File: config.mk
export PLATFORM = sky130hd
export DESIGN_NAME = uart_tx_sched_flat
export DESIGN_NICKNAME = d
export VERILOG_FILES = /design/src/rtl/uart_tx_sched_if.sv /design/src/rtl/uart_tx_sched.sv /design/src/flat_wrapper.sv
export SDC_FILE = /design/constraint.sdc
export NUM_CORES = 1
export LEC_CHECK = 0
export CORE_ASPECT_RATIO = 1.25
export CORE_MARGIN = 2
export CORE_UTILIZATION = 30
export CTS_CLUSTER_SIZE = 14
export DETAILED_ROUTE_END_ITERATION = 7
export SLEW_MARGIN = 0
export SYNTH_ARGS = -nofsm -noshare
export SYNTH_HDL_FRONTEND = slang
export SYNTH_SLANG_ARGS = --single-unit
File: constraint.sdc
create_clock -name sclk -period 2.02 [get_ports sclk]
set_clock_uncertainty 0.05 [all_clocks]
set_input_delay 0.202 -clock sclk [delete_from_list [all_inputs] [get_ports sclk]]
set_output_delay 0.202 -clock sclk [all_outputs]
set_load 0.02 [all_outputs]
File: src/rtl/uart_tx_sched_if.sv
// RAM read port and UART transmitter handshake shared by the scheduler and its environment.
// The master side is the scheduler; the slave side is the RAM/UART.
interface uart_tx_sched_if #(
    parameter int ADDR_W = 8,
    parameter int DATA_W = 8
);
    logic [ADDR_W-1:0] ram_addr;
    logic              ram_rd_en;
    logic [DATA_W-1:0] ram_rdata;
    logic [DATA_W-1:0] tx_data;
    logic              tx_trig;
    logic              tx_busy;

    modport master (
        output ram_addr,
        output ram_rd_en,
        output tx_data,
        output tx_trig,
        input  ram_rdata,
        input  tx_busy
    );

    modport slave (
        input  ram_addr,
        input  ram_rd_en,
        input  tx_data,
        input  tx_trig,
        output ram_rdata,
        output tx_busy
    );
endinterface

File: src/rtl/uart_tx_sched.sv
// Two-requester round-robin scheduler that streams bytes from RAM into a UART transmitter.
// Outputs are registered from the next-state decode, so they line up with the state register.
module uart_tx_sched #(
    parameter int ADDR_W = 8,
    parameter int DATA_W = 8
) (
    input  logic              sclk,
    input  logic              srst,
    input  logic              req0,
    input  logic [ADDR_W-1:0] base0,
    input  logic [ADDR_W-1:0] len0,
    input  logic              req1,
    input  logic [ADDR_W-1:0] base1,
    input  logic [ADDR_W-1:0] len1,
    output logic              grant0,
    output logic              grant1,
    output logic              done0,
    output logic              done1,
    uart_tx_sched_if.master   bus
);

    typedef enum logic [2:0] {
        IDLE      = 3'd0,
        READ      = 3'd1,
        LATCH     = 3'd2,
        TRIG      = 3'd3,
        WAIT_BUSY = 3'd4,
        WAIT_IDLE = 3'd5,
        DONE      = 3'd6
    } state_t;

    state_t            state_r, state_s;
    logic              pend0_r, pend1_r;
    logic [ADDR_W-1:0] sbase0_r, slen0_r, sbase1_r, slen1_r;
    logic              last_r, last_s;
    logic              cur_r, cur_s;
    logic              win_s, take0_s, take1_s;
    logic [ADDR_W-1:0] ptr_r, ptr_s;
    logic [ADDR_W-1:0] cnt_r, cnt_s;
    logic [ADDR_W-1:0] len_r, len_s;
    logic [DATA_W-1:0] tx_data_r;
    logic              grant0_r, grant1_r, done0_r, done1_r, rd_en_r, trig_r;
    logic              grant0_s, grant1_s, done0_s, done1_s, rd_en_s, trig_s;

    // Next-state, datapath and next-output decode.
    always_comb begin
        state_s = state_r;
        cur_s   = cur_r;
        last_s  = last_r;
        ptr_s   = ptr_r;
        cnt_s   = cnt_r;
        len_s   = len_r;
        take0_s = 1'b0;
        take1_s = 1'b0;
        // Round robin: with both pending, the one not served last wins.
        if (pend0_r && pend1_r) begin
            win_s = ~last_r;
        end else if (pend1_r) begin
            win_s = 1'b1;
        end else begin
            win_s = 1'b0;
        end
        case (state_r)
            IDLE: begin
                if (pend0_r || pend1_r) begin
                    cur_s   = win_s;
                    take0_s = ~win_s;
                    take1_s = win_s;
                    ptr_s   = win_s ? sbase1_r : sbase0_r;
                    len_s   = win_s ? slen1_r : slen0_r;
                    cnt_s   = {ADDR_W{1'b0}};
                    state_s = (len_s == {ADDR_W{1'b0}}) ? DONE : READ;
                end else begin
                    state_s = IDLE;
                end
            end
            READ:  state_s = LATCH;
            LATCH: state_s = TRIG;
            TRIG:  state_s = WAIT_BUSY;
            WAIT_BUSY: begin
                if (bus.tx_busy) begin
                    state_s = WAIT_IDLE;
                end else begin
                    state_s = WAIT_BUSY;
                end
            end
            WAIT_IDLE: begin
                if (!bus.tx_busy) begin
                    cnt_s   = cnt_r + {{(ADDR_W-1){1'b0}}, 1'b1};
                    ptr_s   = ptr_r + {{(ADDR_W-1){1'b0}}, 1'b1};
                    state_s = (cnt_s == len_r) ? DONE : READ;
                end else begin
                    state_s = WAIT_IDLE;
                end
            end
            DONE: begin
                last_s  = cur_r;
                state_s = IDLE;
            end
            default: state_s = IDLE;
        endcase
        grant0_s = (state_s != IDLE) && !cur_s;
        grant1_s = (state_s != IDLE) && cur_s;
        done0_s  = (state_s == DONE) && !cur_s;
        done1_s  = (state_s == DONE) && cur_s;
        rd_en_s  = (state_s == READ);
        trig_s   = (state_s == TRIG);
    end

    // Pending flags and shadow registers; a new request beats the clear from arbitration.
    always_ff @(posedge sclk) begin
        if (srst) begin
            pend0_r  <= 1'b0;
            pend1_r  <= 1'b0;
            sbase0_r <= {ADDR_W{1'b0}};
            slen0_r  <= {ADDR_W{1'b0}};
            sbase1_r <= {ADDR_W{1'b0}};
            slen1_r  <= {ADDR_W{1'b0}};
        end else begin
            if (req0) begin
                pend0_r  <= 1'b1;
                sbase0_r <= base0;
                slen0_r  <= len0;
            end else if (take0_s) begin
                pend0_r <= 1'b0;
            end
            if (req1) begin
                pend1_r  <= 1'b1;
                sbase1_r <= base1;
                slen1_r  <= len1;
            end else if (take1_s) begin
                pend1_r <= 1'b0;
            end
        end
    end

    // State, datapath and registered outputs.
    always_ff @(posedge sclk) begin
        if (srst) begin
            state_r   <= IDLE;
            last_r    <= 1'b1;
            cur_r     <= 1'b0;
            ptr_r     <= {ADDR_W{1'b0}};
            cnt_r     <= {ADDR_W{1'b0}};
            len_r     <= {ADDR_W{1'b0}};
            tx_data_r <= {DATA_W{1'b0}};
            grant0_r  <= 1'b0;
            grant1_r  <= 1'b0;
            done0_r   <= 1'b0;
            done1_r   <= 1'b0;
            rd_en_r   <= 1'b0;
            trig_r    <= 1'b0;
        end else begin
            state_r  <= state_s;
            last_r   <= last_s;
            cur_r    <= cur_s;
            ptr_r    <= ptr_s;
            cnt_r    <= cnt_s;
            len_r    <= len_s;
            grant0_r <= grant0_s;
            grant1_r <= grant1_s;
            done0_r  <= done0_s;
            done1_r  <= done1_s;
            rd_en_r  <= rd_en_s;
            trig_r   <= trig_s;
            if (state_r == LATCH) begin
                tx_data_r <= bus.ram_rdata;
            end
        end
    end

    assign grant0        = grant0_r;
    assign grant1        = grant1_r;
    assign done0         = done0_r;
    assign done1         = done1_r;
    assign bus.ram_addr  = ptr_r;
    assign bus.ram_rd_en = rd_en_r;
    assign bus.tx_data   = tx_data_r;
    assign bus.tx_trig   = trig_r;

endmodule
File: src/flat_wrapper.sv
// flat-port wrapper written by rule: the top's interface ports become plain ports
module uart_tx_sched_flat 
#(
    parameter int ADDR_W = 8,
    parameter int DATA_W = 8
)
  (sclk, srst, req0, base0, len0, req1, base1, len1, grant0, grant1, done0, done1, bus_ram_addr, bus_ram_rd_en, bus_tx_data, bus_tx_trig, bus_ram_rdata, bus_tx_busy);
  uart_tx_sched_if #(.ADDR_W(ADDR_W), .DATA_W(DATA_W)) bus_i ();
  input  logic sclk;
  input  logic srst;
  input  logic req0;
  input  logic [ADDR_W-1:0] base0;
  input  logic [ADDR_W-1:0] len0;
  input  logic req1;
  input  logic [ADDR_W-1:0] base1;
  input  logic [ADDR_W-1:0] len1;
  output logic grant0;
  output logic grant1;
  output logic done0;
  output logic done1;
  output wire logic [$bits(bus_i.ram_addr)-1:0] bus_ram_addr;
  output wire logic [$bits(bus_i.ram_rd_en)-1:0] bus_ram_rd_en;
  output wire logic [$bits(bus_i.tx_data)-1:0] bus_tx_data;
  output wire logic [$bits(bus_i.tx_trig)-1:0] bus_tx_trig;
  input wire logic [$bits(bus_i.ram_rdata)-1:0] bus_ram_rdata;
  input wire logic [$bits(bus_i.tx_busy)-1:0] bus_tx_busy;
  assign bus_ram_addr = bus_i.ram_addr;
  assign bus_ram_rd_en = bus_i.ram_rd_en;
  assign bus_tx_data = bus_i.tx_data;
  assign bus_tx_trig = bus_i.tx_trig;
  assign bus_i.ram_rdata = bus_ram_rdata;
  assign bus_i.tx_busy = bus_tx_busy;
  uart_tx_sched #(.ADDR_W(ADDR_W), .DATA_W(DATA_W)) u_core (.sclk(sclk), .srst(srst), .req0(req0), .base0(base0), .len0(len0), .req1(req1), .base1(base1), .len1(len1), .grant0(grant0), .grant1(grant1), .done0(done0), .done1(done1), .bus(bus_i));
endmodule
==> flow_summary.toml, run 1 <==
[floorplanning]
die_width_um = 101.2
die_y_um = 125.4
core_area_um2 = 11560
ios = 67
dieArea_um2 = 12690
start_util_pct = 30.62
rows = 44

[drt]
ant_nets = 0
post-route-drc-count = 0
drt-pass1-iter-count = 4
via_per_inst = 5.006
num_vias = 3149
wirelength_mm = 9.361
detail_route.wl_per_cell_um = 14.88
drt_iter0_drc = 152

[place]
place_inst = 613
gp_congestion = 0.8664
place_hpwl_mm = 6.870
dpl_worst_slack_ns = 0.1144
portBuffers = 66
placed_area_um2 = 4397

[cts]
cts_tree = "yes"
clockRootBuffer = "clkbuf_16"
cts_hold_buf = 0
path_clk_slew_ns = 0.06
cts.sinks = 77
cts_made_buffers = 9
clk_latency_ns = 0.33
htreeDepth = 3
cts_max_path_buffers = 2

[sta]
rsz0062_at_grt = "true"
fin_setup_tns_ns = 0
max_slew_margin_pct = 66.61
fin_ws_ns = 0.1100
final_max_slew_viol_count = 0
hold_ws_ns = 0.1702
finalSetupViolations = 0
fin_crit_sh_pct = 94.55
post-route-min-period_ns = 1.910
max_slew.worst_pin.slew_ns = 0.5009
max_freq_mhz = 523.6
hold_violations = 0

[global_routing]
grt_pass1_wl_mm = 14.84
overflow = 0
grt_max_degree = 46
grt_usage_pct = 14.91
first_global_vias = 2992
antenna_found_initial = 0

[logic_synthesis]
avgSynthCellArea_um2 = 8.509
synthAdderAreaFrac_pct = 0.7070
seq_area_frac_synth_pct = 43.55
synthArstFlopShare_pct = 0
synth_top_family_by_area = "simple AND/OR/NAND/NOR gates"
yosysWarnings = 0
synth-xor-area-share_pct = 2.474
synth_top_area_share_pct = 43.55
syn_area_um2 = 3540
synthFlopType = "dfxtp_1"
synth-simple-area-share_pct = 24.00
synthDistinctLibCells = 52
muxShareOfSynthArea_pct = 10.46
netlist_instances = 416
synth_seq_cells = 77
netlist_top_cells_area = "dfxtp_1 44%, mux2i_1 10%, nor2_1 7.2%"
netlist_top_cells_count = "77 x dfxtp_1, 68 x nor2_1, 55 x nand2_1"
synth_nets = 463
synth-edff-count = 0
synth-compound-area-share_pct = 15.48
yosys.area.top_type = "dfxtp_1"
synth.most_common_cell = "dfxtp_1"

[cells_and_area]
antenna_cells = 0
finalNonFillerCells = 629
multi_input_area_um2 = 1942
layout-drive-gt1-share_pct = 10.79
areaGrowthSynthToFinish_pct = 33.58
fillers = 1173
utilization_pct = 40.90
fin_area_um2 = 4728
seqCellArea_um2 = 1545
final_nets = 535

[critical_path]
crit_fanout = 4
worstPathRequired_ns = 2.21
end_kind = "flop"
start_kind = "flop"
worstPathArrival_ns = 2.10
criticalPathCategory = "reg2reg"

[min_path]
hold_class = "in2reg"

[job]
maxCapViolations = 0

[pwr]
ir_worst_vdd_uv = 433.9
p_leak_nw = 1.804
p_per_area_nw_per_um2 = 1058
p_total_mw = 5.002

[status]
status = "finished clean"
## timing repair
item	4_1_cts	5_1_grt
buffers inserted	0	2
hold endpoints to repair	0	0
resized for setup	0	13
setup endpoints to repair	0	3
## worst max-delay path, stage by stage, from the launching register on
cell and delay (ns):
dfxtp_2 0.34, ha_4 0.16, buf_6 0.13, xnor2_4 0.12, xnor2_2 0.16, nor4_4 0.36
nand4_1 0.23, a221oi_2 0.27
## kinds of logic after synthesis
logic type	count (synthesis)
AND/OR/NAND/NOR	179
AO/OA/AOI/OAI	84
flip-flops	77
multiplexers	37
buffers and inverters	27
XOR/XNOR	10
adder cells (fa/ha/maj)	2
## flip-flops by register name (all words and copies together) (netlist names)
signal and cells:
u_core.slen1_r 8, u_core.cur_r 1, u_core.pend1_r 1, u_core.sbase1_r 8
u_core.len_r 8, u_core.pend0_r 1, u_core.cnt_r 8, u_core.state_r 3
u_core.bus.tx_trig 1, u_core.done1 1, u_core.bus.ram_rd_en 1, u_core.last_r 1
u_core.slen0_r 8, u_core.bus.ram_addr 8, u_core.bus.tx_data 8, u_core.done0 1
u_core.grant1 1, u_core.sbase0_r 8, u_core.grant0 1
## final timing paths
check | slack (ns) | endpoint | cells past startpoint | startpoint
hold / removal | 0.17 | u_core.bus.tx_data[3] | 2 | srst
setup reg to reg | 0.11 | u_core.done1 | 7 | u_core.cnt_r[1]
hold reg to reg | 0.41 | u_core.bus.tx_data[3] | 2 | u_core.bus.tx_data[3]
setup / recovery | 0.11 | u_core.done1 | 7 | u_core.cnt_r[1]
## cells in the final DEF, fill, tap and decap left out, types with 4 or more instances in the layout
master,Yosys,routed
mux2i_1,37,37
and3_1,5,5
o21ai_0,16,16
nand2_1,55,55
dfxtp_1,77,74
a31oi_1,4,4
a21oi_1,27,27
xnor2_1,7,5
nand2b_1,4,4
buf_4,0,20
a311oi_1,9,9
nor4_1,7,7
nand4_1,4,4
o22ai_1,4,4
nor3_1,6,5
clkdlybuf4s50_1,0,65
clkbuf_16,0,9
nor2b_1,5,5
nand3_1,5,5
a22oi_1,5,5
nor2_1,68,68
## metal layers
metal	global-route usage [%]	share of wire, %	vias up
li1	-	-	1613
met1	18.50	44	1458
met2	24.74	51	66
met3	3.466	3.6	12
met4	5.803	1.6	0
met5	0	0	-
## cell type report
type	instances	area share, %
clock buffer	11	4.922
clock inverter	3	0.3175
inverter	1	0.07939
multi-input combinational	312	41.07
sequential	77	32.68
tap	138	3.652
timing repair buffer	87	17.28
## power breakdown
group	internal, mW	switching [mW]	total (mW)
Sequential	1.75	0.209	1.96
Clock	0.811	0.582	1.39
Combinational	0.735	0.918	1.65
Total	3.29	1.71	5.00
(Power assumes the default switching activity.)
==> inputs of run 2 (changes only) <==
--- a/config.mk
+++ b/config.mk
@@ -5,7 +5,7 @@
 export SDC_FILE = /design/constraint.sdc
 export NUM_CORES = 1
 export LEC_CHECK = 0
-export CORE_ASPECT_RATIO = 1.25
+export CORE_ASPECT_RATIO = 1.4
 export CORE_MARGIN = 2
 export CORE_UTILIZATION = 30
 export CTS_CLUSTER_SIZE = 14
@@ -14,3 +14,4 @@
 export SYNTH_ARGS = -nofsm -noshare
 export SYNTH_HDL_FRONTEND = slang
 export SYNTH_SLANG_ARGS = --single-unit
+export TNS_END_PERCENT = 100
==> run 2 against run 1 <==
Compared with the run above: register-to-register slack worse by 0.05 ns; highest routed layer unchanged; clock power is 25% higher; critical endpoint unchanged; cell count is 1.4% higher; count of clock-buffer cells in the layout is 1 lower; largest cell class unchanged; sequential share of layout area is 0.59 points lower; flip-flop and latch count stayed put.
==> flow_summary.toml, run 2 (same netlist as run 1, synthesis figures left out) <==
[sta]
max_freq_mhz = 510.8
fin_setup_tns_ns = 0
fin_crit_sh_pct = 96.91
finalSetupViolations = 0
post-route-min-period_ns = 1.958
max_slew.worst_pin.slew_ns = 0.4544
hold_violations = 0
max_slew_margin_pct = 69.70
rsz0062_at_grt = "true"
final_max_slew_viol_count = 0

[global_routing]
grt_max_degree = 45
grt_usage_pct = 14.94
antenna_found_initial = 0
grt_pass1_wl_mm = 14.84
first_global_vias = 3050
overflow = 0

[drt]
wirelength_mm = 9.101
detail_route.wl_per_cell_um = 14.26
num_vias = 3190
post-route-drc-count = 0
via_per_inst = 5.000
ant_nets = 0
drt-pass1-iter-count = 4
drt_iter0_drc = 113

[critical_path]
r2r-start = "u_core.cnt_r[0]"
start_kind = "flop"
end_kind = "flop"
worstPathRequired_ns = 2.22
worstPathArrival_ns = 2.16
criticalPathCategory = "reg2reg"
crit_start = "u_core.cnt_r[0]"
crit_fanout = 4

[job]
maxCapViolations = 0

[floorplanning]
start_util_pct = 31.06
core_area_um2 = 11400
ios = 67
rows = 46
die_y_um = 132.5
dieArea_um2 = 12700
die_width_um = 95.80

[status]
status = "finished clean"

[min_path]
hold_class = "in2reg"
hp-start = "srst"

[pwr]
p_per_area_nw_per_um2 = 1109
p_leak_nw = 1.842
ir_worst_vdd_uv = 401.3

[cts]
clockRootBuffer = "clkbuf_16"
cts_tree = "yes"
path_clk_slew_ns = 0.06
cts_made_buffers = 9
cts.sinks = 77
htreeDepth = 3
cts_max_path_buffers = 2
clk_latency_ns = 0.34

[cells_and_area]
seqCellArea_um2 = 1545
multi_input_area_um2 = 1937
fillers = 1128
utilization_pct = 42.26
areaGrowthSynthToFinish_pct = 36.06
final_cell_mix = "74 x dfxtp_1, 68 x nor2_1, 65 x clkdlybuf4s50_1"
layout-drive-gt1-share_pct = 11.54
final_nets = 536
antenna_cells = 0
final_common_cell = "dfxtp_1"

[place]
gp_congestion = 0.8251
portBuffers = 66
place_hpwl_mm = 6.637
run 2: cell types whose count changed in the layout (fill, tap and decap cells not counted), sizes merged:
cell      previous run  this run
clkbuf              11        10
clkinvlp             0         1
bufinv               0         2
buf                 22        23
run 2: critical path, stage by stage (launching register included):
cell,delay [ns]
dfxtp_2,0.33
ha_4,0.16
buf_6,0.12
xnor2_4,0.12
xnor2_2,0.16
nor4_4,0.37
nand4_1,0.25
a221oi_2,0.30
run 2: repair_timing:
action,in CTS,in global routing
gates resized for setup,0,12
hold endpoints to repair,0,0
setup endpoints to repair,0,3
setup buffers,0,3
hold buffers,0,0
run 2: final cells by class:
cell class                      count  area share (%)
Multi-Input combinational cell    312           40.22
Clock buffer                       10           4.962
Inverter                            1         0.07794
Clock inverter                      6           1.793
Tap cell                          144           3.741
Sequential cell                    77           32.09
Timing Repair Buffer               88           17.12
run 2: per-stage QoR:
stage	worst slack, ns	instance area (um^2)	total power [mW]	hold slack [ns]	instances
2_1_floorplan	0.1223	3540	3.024	0.2880	416
6_report	0.06240	4816	5.340	0.1266	638
3_3_place_gp	0.1288	4404	3.559	0.3921	619
3_5_place_dp	0.07596	4404	3.581	0.3982	619
4_1_cts	0.06339	4730	5.335	0.1143	635
5_1_grt	-0.07744	4816	5.662	0.1340	638
run 2: final timing paths:
check	to	slack, ns	depth (start not counted)
max	u_core.done1	0.06	7
min	u_core.bus.ram_rd_en	0.13	3
max reg2reg	u_core.done1	0.06	7
min reg2reg	u_core.bus.tx_data[4]	0.41	2
run 2: power breakdown:
part / switching (mW) / internal (mW)
logic: 0.920 / 0.738
clock network: 0.632 / 1.11
registers: 0.195 / 1.74
total: 1.75 / 3.59
run 2: metal layers:
| metal | wire (um) | GRT usage, % |
|---|---|---|
| met1 | 3949 | 18.81 |
| met5 | 0 | 0 |
| met3 | 350 | 2.221 |
| met4 | 184 | 7.460 |
| met2 | 4616 | 24.44 |
